[src/rtl/ldm_stm_sequencer.sv]
// LDM/STM block-transfer sequencer: walks a register list, issuing one memory transfer per
// listed register, and drives the register-file read-C / write ports plus optional base writeback.
module ldm_stm_sequencer #(
    parameter int DBUSLEN = 32,
    parameter int ADDRLEN = 4,
    parameter int LISTLEN = 16
) (
    input  logic               sysclk,
    input  logic               reset,
    input  logic               Seq_Start,
    input  logic               Seq_Is_Load,
    input  logic               Seq_Up,
    input  logic               Seq_Pre,
    input  logic               Seq_Writeback,
    input  logic [ADDRLEN-1:0] Seq_Base_Reg,
    input  logic [DBUSLEN-1:0] Seq_Base_Addr,
    input  logic [LISTLEN-1:0] Seq_Reg_List,
    input  logic               Mem_Ack,
    input  logic [DBUSLEN-1:0] Mem_Rdata,
    input  logic [DBUSLEN-1:0] RF_Bus_C,
    output logic               Seq_Busy,
    output logic               Seq_Done,
    output logic               Mem_Req,
    output logic               Mem_Write,
    output logic [DBUSLEN-1:0] Mem_Addr,
    output logic [DBUSLEN-1:0] Mem_Wdata,
    output logic [ADDRLEN-1:0] RF_Addr_C,
    output logic [ADDRLEN-1:0] RF_Addr_Write,
    output logic [DBUSLEN-1:0] RF_Bus_Write,
    output logic               RF_Load_Write
);
    typedef enum logic [1:0] {S_IDLE, S_XFER, S_WB, S_DONE} state_t;

    state_t             state_q;
    logic               load_q;
    logic               wb_q;
    logic [ADDRLEN-1:0] base_reg_q;
    logic [LISTLEN-1:0] list_q;
    logic [DBUSLEN-1:0] addr_q;
    logic [DBUSLEN-1:0] final_q;

    logic [DBUSLEN-1:0] n_words;
    logic [DBUSLEN-1:0] span;
    logic [DBUSLEN-1:0] start_addr_d;
    logic [DBUSLEN-1:0] final_addr_d;
    logic [ADDRLEN-1:0] cur;
    logic               last_xfer;
    logic               in_xfer;
    logic               in_wb;
    logic               is_store;
    logic               ld_wr;

    always_comb begin
        n_words = '0;
        for (int i = 0; i < LISTLEN; i++) begin
            n_words = n_words + DBUSLEN'(Seq_Reg_List[i]);
        end
        span = n_words << 2;
        unique case ({Seq_Up, Seq_Pre})
            2'b10:   start_addr_d = Seq_Base_Addr;
            2'b11:   start_addr_d = Seq_Base_Addr + DBUSLEN'(4);
            2'b00:   start_addr_d = Seq_Base_Addr - span + DBUSLEN'(4);
            default: start_addr_d = Seq_Base_Addr - span;
        endcase
        final_addr_d = Seq_Up ? (Seq_Base_Addr + span) : (Seq_Base_Addr - span);
    end

    // Lowest remaining register goes first so registers map to ascending addresses.
    always_comb begin
        cur = '0;
        for (int i = LISTLEN - 1; i >= 0; i--) begin
            if (list_q[i]) begin
                cur = ADDRLEN'(i);
            end
        end
    end

    assign last_xfer = ((list_q & (list_q - LISTLEN'(1))) == '0);

    always_ff @(posedge sysclk) begin
        if (reset) begin
            state_q    <= S_IDLE;
            load_q     <= 1'b0;
            wb_q       <= 1'b0;
            base_reg_q <= '0;
            list_q     <= '0;
            addr_q     <= '0;
            final_q    <= '0;
        end else begin
            case (state_q)
                S_IDLE: begin
                    if (Seq_Start) begin
                        load_q     <= Seq_Is_Load;
                        base_reg_q <= Seq_Base_Reg;
                        list_q     <= Seq_Reg_List;
                        addr_q     <= start_addr_d;
                        final_q    <= final_addr_d;
                        // A load that overwrites the base register wins over writeback.
                        wb_q       <= Seq_Writeback && !(Seq_Is_Load && Seq_Reg_List[Seq_Base_Reg]);
                        state_q    <= (Seq_Reg_List == '0) ? S_DONE : S_XFER;
                    end
                end
                S_XFER: begin
                    if (Mem_Ack) begin
                        list_q <= list_q & (list_q - LISTLEN'(1));
                        addr_q <= addr_q + DBUSLEN'(4);
                        if (last_xfer) begin
                            state_q <= wb_q ? S_WB : S_DONE;
                        end
                    end
                end
                S_WB:    state_q <= S_DONE;
                default: state_q <= S_IDLE;
            endcase
        end
    end

    assign in_xfer  = (state_q == S_XFER);
    assign in_wb    = (state_q == S_WB);
    assign is_store = in_xfer && !load_q;
    assign ld_wr    = in_xfer && load_q && Mem_Ack;

    assign Seq_Busy      = (state_q != S_IDLE);
    assign Seq_Done      = (state_q == S_DONE);
    assign Mem_Req       = in_xfer;
    assign Mem_Write     = is_store;
    assign Mem_Addr      = in_xfer ? {addr_q[DBUSLEN-1:2], 2'b00} : '0;
    assign RF_Addr_C     = is_store ? cur : '0;
    assign Mem_Wdata     = is_store ? RF_Bus_C : '0;
    assign RF_Load_Write = ld_wr || in_wb;
    assign RF_Addr_Write = ld_wr ? cur : (in_wb ? base_reg_q : '0);
    assign RF_Bus_Write  = ld_wr ? Mem_Rdata : (in_wb ? final_q : '0);
endmodule

[config.mk]
export PLATFORM = sky130hd
export DESIGN_NAME = ldm_stm_sequencer
export DESIGN_NICKNAME = d
export VERILOG_FILES = /design/src/rtl/ldm_stm_sequencer.sv
export SDC_FILE = /design/constraint.sdc
export NUM_CORES = 1
export LEC_CHECK = 0
export ABC_AREA = 1
export BUFFER_PORTS_ARGS = -buffer_cell sky130_fd_sc_hd__buf_2
export CORE_UTILIZATION = 35
export CTS_CLUSTER_SIZE = 8
export DETAILED_ROUTE_END_ITERATION = 8
export PLACE_DENSITY = 0.61
export SLEW_MARGIN = 20
export SYNTH_ARGS = -nofsm -noshare
export SYNTH_HDL_FRONTEND = slang
export SYNTH_SLANG_ARGS = --single-unit
export TNS_END_PERCENT = 5
[constraint.sdc]
create_clock -name sysclk -period 13.25 [get_ports sysclk]
set_input_delay 2.65 -clock sysclk [delete_from_list [all_inputs] [get_ports sysclk]]
set_output_delay 2.65 -clock sysclk [all_outputs]
set_load 0.01 [all_outputs]
==> results.toml, run 1 <==
[floorplanning]
core-area_um2 = 29000
std_cell_rows = 62
fp.dieArea_um2 = 30500
dieHeight_um = 175
initial_core_util_pct = 36.0
io-pin-count = 233
fp.dieW_um = 175

[placed_design]
port-buffer-count = 230
hpwlAfterDp_um = 31500
dpl_cell_area_um2 = 11600
gp_congestion = 0.969

[drt]
via_per_inst = 5.30
dr.pass1.iters = 5
antenna_left = 0
vias = 12795
wl_per_cell_um = 16.6
drt_wl_total_um = 40200
drt_iter0_markers = 1204
drc_errors = 0

[global_routing]
grt_usage_pct = 25.9
grt_max_degree = 80
antenna_found_initial = 2
grt_overflow = 0
grt_pass1_wl_um = 62600
grt_pass1_vias = 11699

[synthesis]
synth_area_um2 = 10400
synth-xor-area-share_pct = 1.76
synth_top_family_by_area = "simple AND/OR/NAND/NOR gates"
synth_fa_ha_area_share_pct = 5.41
synthSimpleGateAreaFrac_pct = 40.2
synth_edf_count = 0
ys_ff_latch = 86
synth_ff_type = "dfxtp_1"
syn_area_per_cell_um2 = 5.58
yosysUniqueCellTypes = 55
ys_async_sr_fraction_pct = 0
synth_area_leaders = "dfxtp_1, nand2_1, a21oi_1"
ys_warn_count = 0
postSynthCellCount = 1871
ys_seq_area_share_pct = 16.5
synth_mux_area_share_pct = 0
synth_compound_area_share_pct = 21.6
synth_top_area_cell = "dfxtp_1"
yosysTopAreaCellShare_pct = 16.5

[clock_tree]
clk_latency_ns = 0.36
cts-resized-gates = 0
postCtsHoldBufs = 0
clockBufferDepth = 2
cts_setup_buffers = 0
cts_sinks = 86
cts-root-buf = "clkbuf_16"
htree_levels = 3
clkSlewWorstSetupHoldPaths_ns = 0.07
cts_tree = "built"
cts_buffers = 9

[finish]
postLayoutCellArea_um2 = 12000
fin_util_pct = 41.2
fillCellCount = 3326
mostFrequentLayoutCell = "nand2_1"
final_nets = 2185
layout-drive-gt1-share_pct = 16.1
multi_input_area_um2 = 7220
regArea_um2 = 1720
area_delta_synth_final_pct = 14.4
final_cell_mix = "nand2_1, inv_1, buf_2"

[critical_path]
crit_type = "input port to flop"
arrival_ns = 8.28
worstSetupEndpointType = "flop"
worst-path-max-fanout = 15
start_kind = "input port"
reg2reg_depth = 8
required_ns = 13.55

[timing]
slew_violations = 0
fin_crit_sh_pct = 60.2
fin_setup_tns_ns = 0
rsz0062_at_grt = "no"
hold_viol_final = 0
max_slew.worst_pin.slew_ns = 0.895
max-slew-margin-rel_pct = 40.3
period_needed_ns = 7.98
max_freq_mhz = 125
setup_viol = 0
fin_skew_ns = 0.0128

[power_and_ir_drop]
irDropWorstVdd_uv = 110
power_density_nw_per_um2 = 159
leakage_nw = 6.10

[job]
maxCapViolations = 0

[status]
status = "completed"

[min_path]
min_path_type = "flop to flop"
hold_depth = 2
-- cells by family (layout without fill, tap and decap cells) --
family	count (synthesis)	in the layout
adder cells (fa/ha/maj)	38	38
AO/OA/AOI/OAI	403	403
flip-flops	86	86
other	1	3
AND/OR/NAND/NOR	959	959
XOR/XNOR	21	21
buffers and inverters	363	519
-- through the flow --
| step | setup WS, ns | hold slack [ns] | cells | power [mW] |
|---|---|---|---|---|
| floorplan | 5.68 | 0.446 | 1872 | 1.30 |
| global placement | 4.96 | 0.457 | 2396 | 1.62 |
| detailed placement | 4.94 | 0.455 | 2396 | 1.63 |
| CTS | 5.28 | 0.466 | 2412 | 1.91 |
| global route | 4.84 | 0.480 | 2412 | 2.07 |
| finish | 5.27 | 0.467 | 2413 | 1.90 |
-- worst max-delay path, cell delays in order --
cell	delay [ns]
buf_2	0.12
inv_1	0.07
fa_1	0.56
fa_1	0.44
fa_1	0.50
fa_1	0.50
inv_1	0.04
ha_1	0.20
fa_1	0.40
xor2_1	0.19
ha_1	0.52
nand2_2	0.16
nand3_4	0.21
nand3_1	0.18
nand2_1	0.12
nand3_1	0.07
nand2_1	0.16
nand2_1	0.16
nor2_1	0.22
nand3_2	0.15
nor2_2	0.17
nand2_1	0.07
nand2_1	0.06
nand3_1	0.06
nand2_1	0.09
nand2_1	0.07
a21oi_2	0.11
-- synth_stat cells (all sizes together), types with 15 or more instances --
cell / count
buf: 31
clkbuf: 70
nor2: 246
xor2: 19
nor4: 15
nand2: 471
ha: 26
a21oi: 192
o21ai: 122
o211ai: 38
dfxtp: 86
a31oi: 17
inv: 257
nand4: 32
nand3: 156
nor3: 27
-- state kept, by name (all words and copies together), names as in the netlist --
signal	cells
addr_q	30
state_q	2
load_q	1
wb_q	1
base_reg_q	4
list_q	16
final_q	32
-- power by group --
| group | internal, mW | leakage, nW | switching, mW |
|---|---|---|---|
| combinational | 0.385 | 5.24 | 0.816 |
| sequential | 0.343 | 0.711 | 0.0775 |
| clock | 0.149 | 0.143 | 0.125 |
-- path summary, 6_finish.rpt --
| kind | from | endpoint | slack, ns |
|---|---|---|---|
| min reg2reg | final_q[9] | final_q[9] | 0.47 |
| max | Seq_Reg_List[5] | addr_q[31] | 5.27 |
| max reg2reg | state_q[1] | state_q[0] | 10.56 |
| min | final_q[9] | final_q[9] | 0.47 |
-- metal layers --
layer | routed length [µm] | global-route usage, % | vias up
met2 | 19900 | 47.2 | 449
met3 | 2370 | 3.15 | 68
met1 | 16600 | 30.9 | 5864
li1 | - | - | 6412
met4 | 1240 | 9.49 | 2
met5 | 13 | 0 | -
-- cell type report --
| class | instances | area share, % |
|---|---|---|
| antenna | 1 | 0.0209 |
| clock buffer | 9 | 1.88 |
| clock inverter | 7 | 0.670 |
| inverter | 261 | 8.25 |
| multi-input combinational | 1423 | 60.4 |
| sequential | 86 | 14.4 |
| tap | 384 | 4.02 |
| timing repair buffer | 242 | 10.4 |
No activity file was read; power rests on OpenSTA's default activity.
==> run 2: changes to the inputs <==
PLACE_DENSITY = 0.63   (was 0.61)
clock period = 7.34 ns   (was 13.25 ns; I/O delays follow)
==> run 2 against run 1 <==
Setup slack got worse by 4.8 ns. Flip-flop and latch count unchanged. Sequential share of layout area about the same. Sequential power increased by 81%. First-iteration DRC count decreased by 6.0%. Combinational power increased by 82%. Clock-buffer cell count unchanged. Power increased by 81%. Register-to-register slack got worse by 6.4 ns. Global-route usage increased by 0.37 points. Hold slack got worse by 0.0028 ns. Die area unchanged. Critical path type unchanged. Largest power group unchanged.
==> results.toml, run 2 (same netlist as run 1, synthesis figures left out) <==
[clock_tree]
cts_setup_buffers = 0
cts-root-buf = "clkbuf_16"
htree_levels = 3
cts-resized-gates = 0
clk_latency_ns = 0.36
clkSlewWorstSetupHoldPaths_ns = 0.07
postCtsHoldBufs = 0
cts_buffers = 9
cts_tree = "built"
cts_sinks = 86
clockBufferDepth = 2

[floorplanning]
initial_core_util_pct = 36.0
core-area_um2 = 29000
dieHeight_um = 175
fp.dieArea_um2 = 30500
std_cell_rows = 62
fp.dieW_um = 175
io-pin-count = 233

[critical_path]
arrival_ns = 7.13
worstSetupEndpointType = "flop"
slowest_delay_ns = 0.59
start_kind = "input port"
critical-path-top-delay-family = "adder cells"
worst-path-max-fanout = 10
critPathBufInv = 4
crit_type = "input port to flop"
required_ns = 7.62
slowest_stage = "fa_1"

[finish]
mostFrequentLayoutCell = "nand2_1"
largest_register_ff_count = 32
area_delta_synth_final_pct = 14.6
antennaDiodeCount = 0
regArea_um2 = 1720
final_cell_mix = "nand2_1, inv_1, buf_2"
layout-drive-gt1-share_pct = 16.3
regMostFlops = "final_q"
multi_input_area_um2 = 7210
fillCellCount = 3271
final_nets = 2189
reg.largest.list = "final_q x32, addr_q x30, list_q x16"
layout.cells.non_filler = 2416

[power_and_ir_drop]
leakage_nw = 6.12
power_density_nw_per_um2 = 287
irDropWorstVdd_uv = 208

[drt]
dr.pass1.iters = 5
via_per_inst = 5.38
vias = 12998
drc_errors = 0
drt_wl_total_um = 41200
wl_per_cell_um = 17.1
antenna_left = 0
drt_iter0_markers = 1132

[placed_design]
dpl.cell_count = 2400
gp_congestion = 0.941
port-buffer-count = 230
hpwlAfterDp_um = 32300

[timing]
period_needed_ns = 6.84
max-slew-margin-rel_pct = 26.5
hold_viol_final = 0
fin_setup_tns_ns = 0
max_freq_mhz = 146
max_slew.worst_pin.slew_ns = 1.10
fin_crit_sh_pct = 93.3
rsz0062_at_grt = "no"
whs_ns = 0.464
setup_viol = 0
slew_violations = 0
fin_skew_ns = 0.0123

[global_routing]
grt_pass1_wl_um = 63600
grt_overflow = 0
grt_usage_pct = 26.3
grt_max_degree = 79
grt_pass1_vias = 11983
antenna_found_initial = 0

[min_path]
min_path_type = "flop to flop"

[status]
status = "completed"

[job]
maxCapViolations = 0
==> run 2: cell types whose count changed in the layout (fill, tap and decap cells not counted), sizes merged <==
cell,delta
clkinv,+3
diode,-1
buf,+4
inv,-2
clkinvlp,-1
==> run 2: area by class of cell <==
type | count | area share (%)
Clock buffer | 9 | 1.88
Clock inverter | 7 | 0.617
Inverter | 261 | 8.23
Multi-Input combinational cell | 1423 | 60.3
Sequential cell | 86 | 14.4
Tap cell | 384 | 4.01
Timing Repair Buffer | 246 | 10.6
==> run 2: path summary, 6_finish.rpt <==
path                        start          end  slack, ns  cells after the start
setup / recovery  Seq_Reg_List[5]   addr_q[20]       0.50                     26
hold / removal        final_q[11]  final_q[11]       0.46                      2
setup reg to reg       state_q[1]   list_q[11]       4.21                     11
hold reg to reg       final_q[11]  final_q[11]       0.46                      2
==> run 2: routing by layer <==
layer,vias to the layer above,track usage (%),wire (µm)
li1,6427,-,-
met1,5959,31.4,16900
met2,515,46.9,20100
met3,97,2.79,2460
met4,0,12.4,1860
met5,-,0,0
==> run 2: through the flow <==
step / utilization, % / worst slack [ns] / area, µm² / power (mW)
after CTS: 41.3 / 0.518 / 12000 / 3.44
after global placement: 40.2 / 0.273 / 11700 / 2.91
final: 41.3 / 0.495 / 12000 / 3.43
after detailed placement: 40.2 / 0.163 / 11700 / 2.94
after global routing: 41.3 / 0.153 / 12000 / 3.73
after floorplan: - / 0.956 / 10500 / 2.34
==> run 2: where the power goes <==
group	total [mW]	switching, mW	internal [mW]
clock	0.488	0.222	0.266
combinational	2.18	1.49	0.691
sequential	0.763	0.143	0.619
total	3.43	1.86	1.58
==> run 2: tightest hold or removal path, delay by kind of cell (launching register included) <==
kind | cells | cell delay [ns]
flip-flops | 1 | 0.31
AO/OA/AOI/OAI | 1 | 0.05
AND/OR/NAND/NOR | 1 | 0.06
==> run 3: changes to the inputs <==
CTS_BUF_LIST = sky130_fd_sc_hd__clkbuf_4 sky130_fd_sc_hd__clkbuf_8 sky130_fd_sc_hd__clkbuf_16   (was default)
PLACE_DENSITY = 0.61   (was 0.63)
clock period = 8.1 ns   (was 7.34 ns; I/O delays follow)
==> run 3 against run 2 <==
Sequential share of layout area about the same. Die area did not move. Non-clock buffer count down 3. Power is 8.8% lower. Cell area about the same. Global-route usage down 0.33 points. Clock-buffer cell count is the same. Routed wire length fell by 2.4%. Utilization about the same. Largest power group unchanged.
==> results.toml, run 3 (same netlist as run 1, synthesis figures left out) <==
[power_and_ir_drop]
power.net_switching_mw = 1.67
combPwrFrac_pct = 62.9
irDropWorstVdd_uv = 167
seqPwrFrac_pct = 22.0
power_density_nw_per_um2 = 262
p_int_mw = 1.46
netSwitchingFraction_pct = 53.3
leakage_nw = 6.11
finalPower_mw = 3.13
p_clk_share_pct = 15.1

[job]
maxCapViolations = 0

[timing]
setup_viol = 0
fin_skew_ns = 0.00798
hold_viol_final = 0
max_freq_mhz = 143
slew_violations = 0
fin_crit_sh_pct = 86.0
rsz0062_at_grt = "no"
setup_ws_ns = 1.13
period_needed_ns = 6.97
fin_setup_tns_ns = 0
max-slew-margin-rel_pct = 40.1
max_slew.worst_pin.slew_ns = 0.898

[global_routing]
grt_max_degree = 80
antenna_found_initial = 1
grt_usage_pct = 25.9
grt_overflow = 0
grt_pass1_vias = 11859
grt_pass1_wl_um = 63000

[critical_path]
critical-path-top-delay-family = "adder cells"
start_kind = "input port"
slowest_delay_ns = 0.58
critPathBufInv = 3
reg2reg_depth = 8
arrival_ns = 7.26
slowest_stage = "fa_1"
rrSetupSlack_ns = 5.42
crit_path_frequent_cell = "nand2_1"
worst-path-max-fanout = 15
crit_type = "input port to flop"
worstSetupPathDepth = 27
r2r-start = "state_q[1]"
required_ns = 8.39
worstSetupEndpointType = "flop"
r2r-end = "state_q[0]"

[drt]
via_per_inst = 5.29
drt_iter0_markers = 907
drc_errors = 0
drt_wl_total_um = 40300
dr.pass1.iters = 5
wl_per_cell_um = 16.7
vias = 12768
antenna_left = 0

[finish]
final_nets = 2186
regMostFlops = "final_q"
largest_register_ff_count = 32
area_delta_synth_final_pct = 14.7
final_cell_mix = "nand2_1, inv_1, buf_2"
reg.largest.list = "final_q x32, addr_q x30, list_q x16"
mostFrequentLayoutCell = "nand2_1"
antennaDiodeCount = 0
layout-drive-gt1-share_pct = 16.2
fillCellCount = 3312

[floorplanning]
initial_core_util_pct = 36.0
core-area_um2 = 29000
io-pin-count = 233
std_cell_rows = 62
dieHeight_um = 175
fp.dieW_um = 175
fp.dieArea_um2 = 30500

[placed_design]
hpwlAfterDp_um = 31600
gp_congestion = 0.928
place_ws_ns = 0.821
port-buffer-count = 230

[clock_tree]
clkSlewWorstSetupHoldPaths_ns = 0.07
cts-root-buf = "clkbuf_16"
cts_setup_buffers = 0
postCtsHoldBufs = 0
clockBufferDepth = 2
cts_buffers = 9
cts-resized-gates = 0
htree_levels = 3
cts_tree = "built"
clk_latency_ns = 0.35
cts_sinks = 86

[min_path]
hp-start = "final_q[11]"
hold_end = "final_q[11]"
hold_depth = 2
min_path_type = "flop to flop"

[status]
status = "completed"
run 3: tightest hold or removal path, delay by kind of cell (launching register included):
kind,cells,cell delay (ns)
AO/OA/AOI/OAI,1,0.05
flip-flops,1,0.31
AND/OR/NAND/NOR,1,0.06
run 3: layout make-up:
class                      count  area, µm²  share of cell area [%]
multi-input combinational   1423       7220                    60.2
clock buffer                   9        225                    1.88
timing repair buffer         243       1250                    10.4
tap                          384        480                    4.01
clock inverter                 7        103                   0.856
inverter                     261        986                    8.23
sequential                    86       1720                    14.4
run 3: worst max-delay path by stage:
stage	from	endpoint	slack (ns)
5_1_grt	Seq_Reg_List[0]	addr_q[31]	0.67
3_5_place_dp	Seq_Reg_List[0]	addr_q[22]	0.82
6_report	Seq_Reg_List[0]	addr_q[31]	1.13
4_1_cts	Seq_Reg_List[0]	addr_q[28]	1.16
3_3_place_gp	Seq_Reg_List[0]	addr_q[31]	0.82
2_1_floorplan	Seq_Reg_List[0]	addr_q[30]	1.56
run 3: layer usage:
metal | GRT usage, % | wire (µm)
met1 | 30.8 | 17100
met2 | 47.0 | 19800
met3 | 3.55 | 1910
met4 | 9.71 | 1430
met5 | 0 | 18
run 3: stage by stage:
| step | utilization [%] | hold slack (ns) | area, µm² | std cells |
|---|---|---|---|---|
| after floorplan | - | 0.446 | 10500 | 1872 |
| after global placement | 40.2 | 0.457 | 11700 | 2397 |
| after detailed placement | 40.2 | 0.458 | 11700 | 2397 |
| after CTS | 41.3 | 0.470 | 12000 | 2413 |
| after global routing | 41.3 | 0.487 | 12000 | 2413 |
| final | 41.3 | 0.467 | 12000 | 2413 |
run 3: power groups by stage:
stage,registers (mW),clock network [mW],logic [mW]
final,0.689,0.474,1.97
after global routing,0.711,0.502,2.21
after CTS,0.687,0.488,1.98
after detailed placement,0.696,0,1.96
after global placement,0.694,0,1.96
after floorplan,0.653,0,1.47
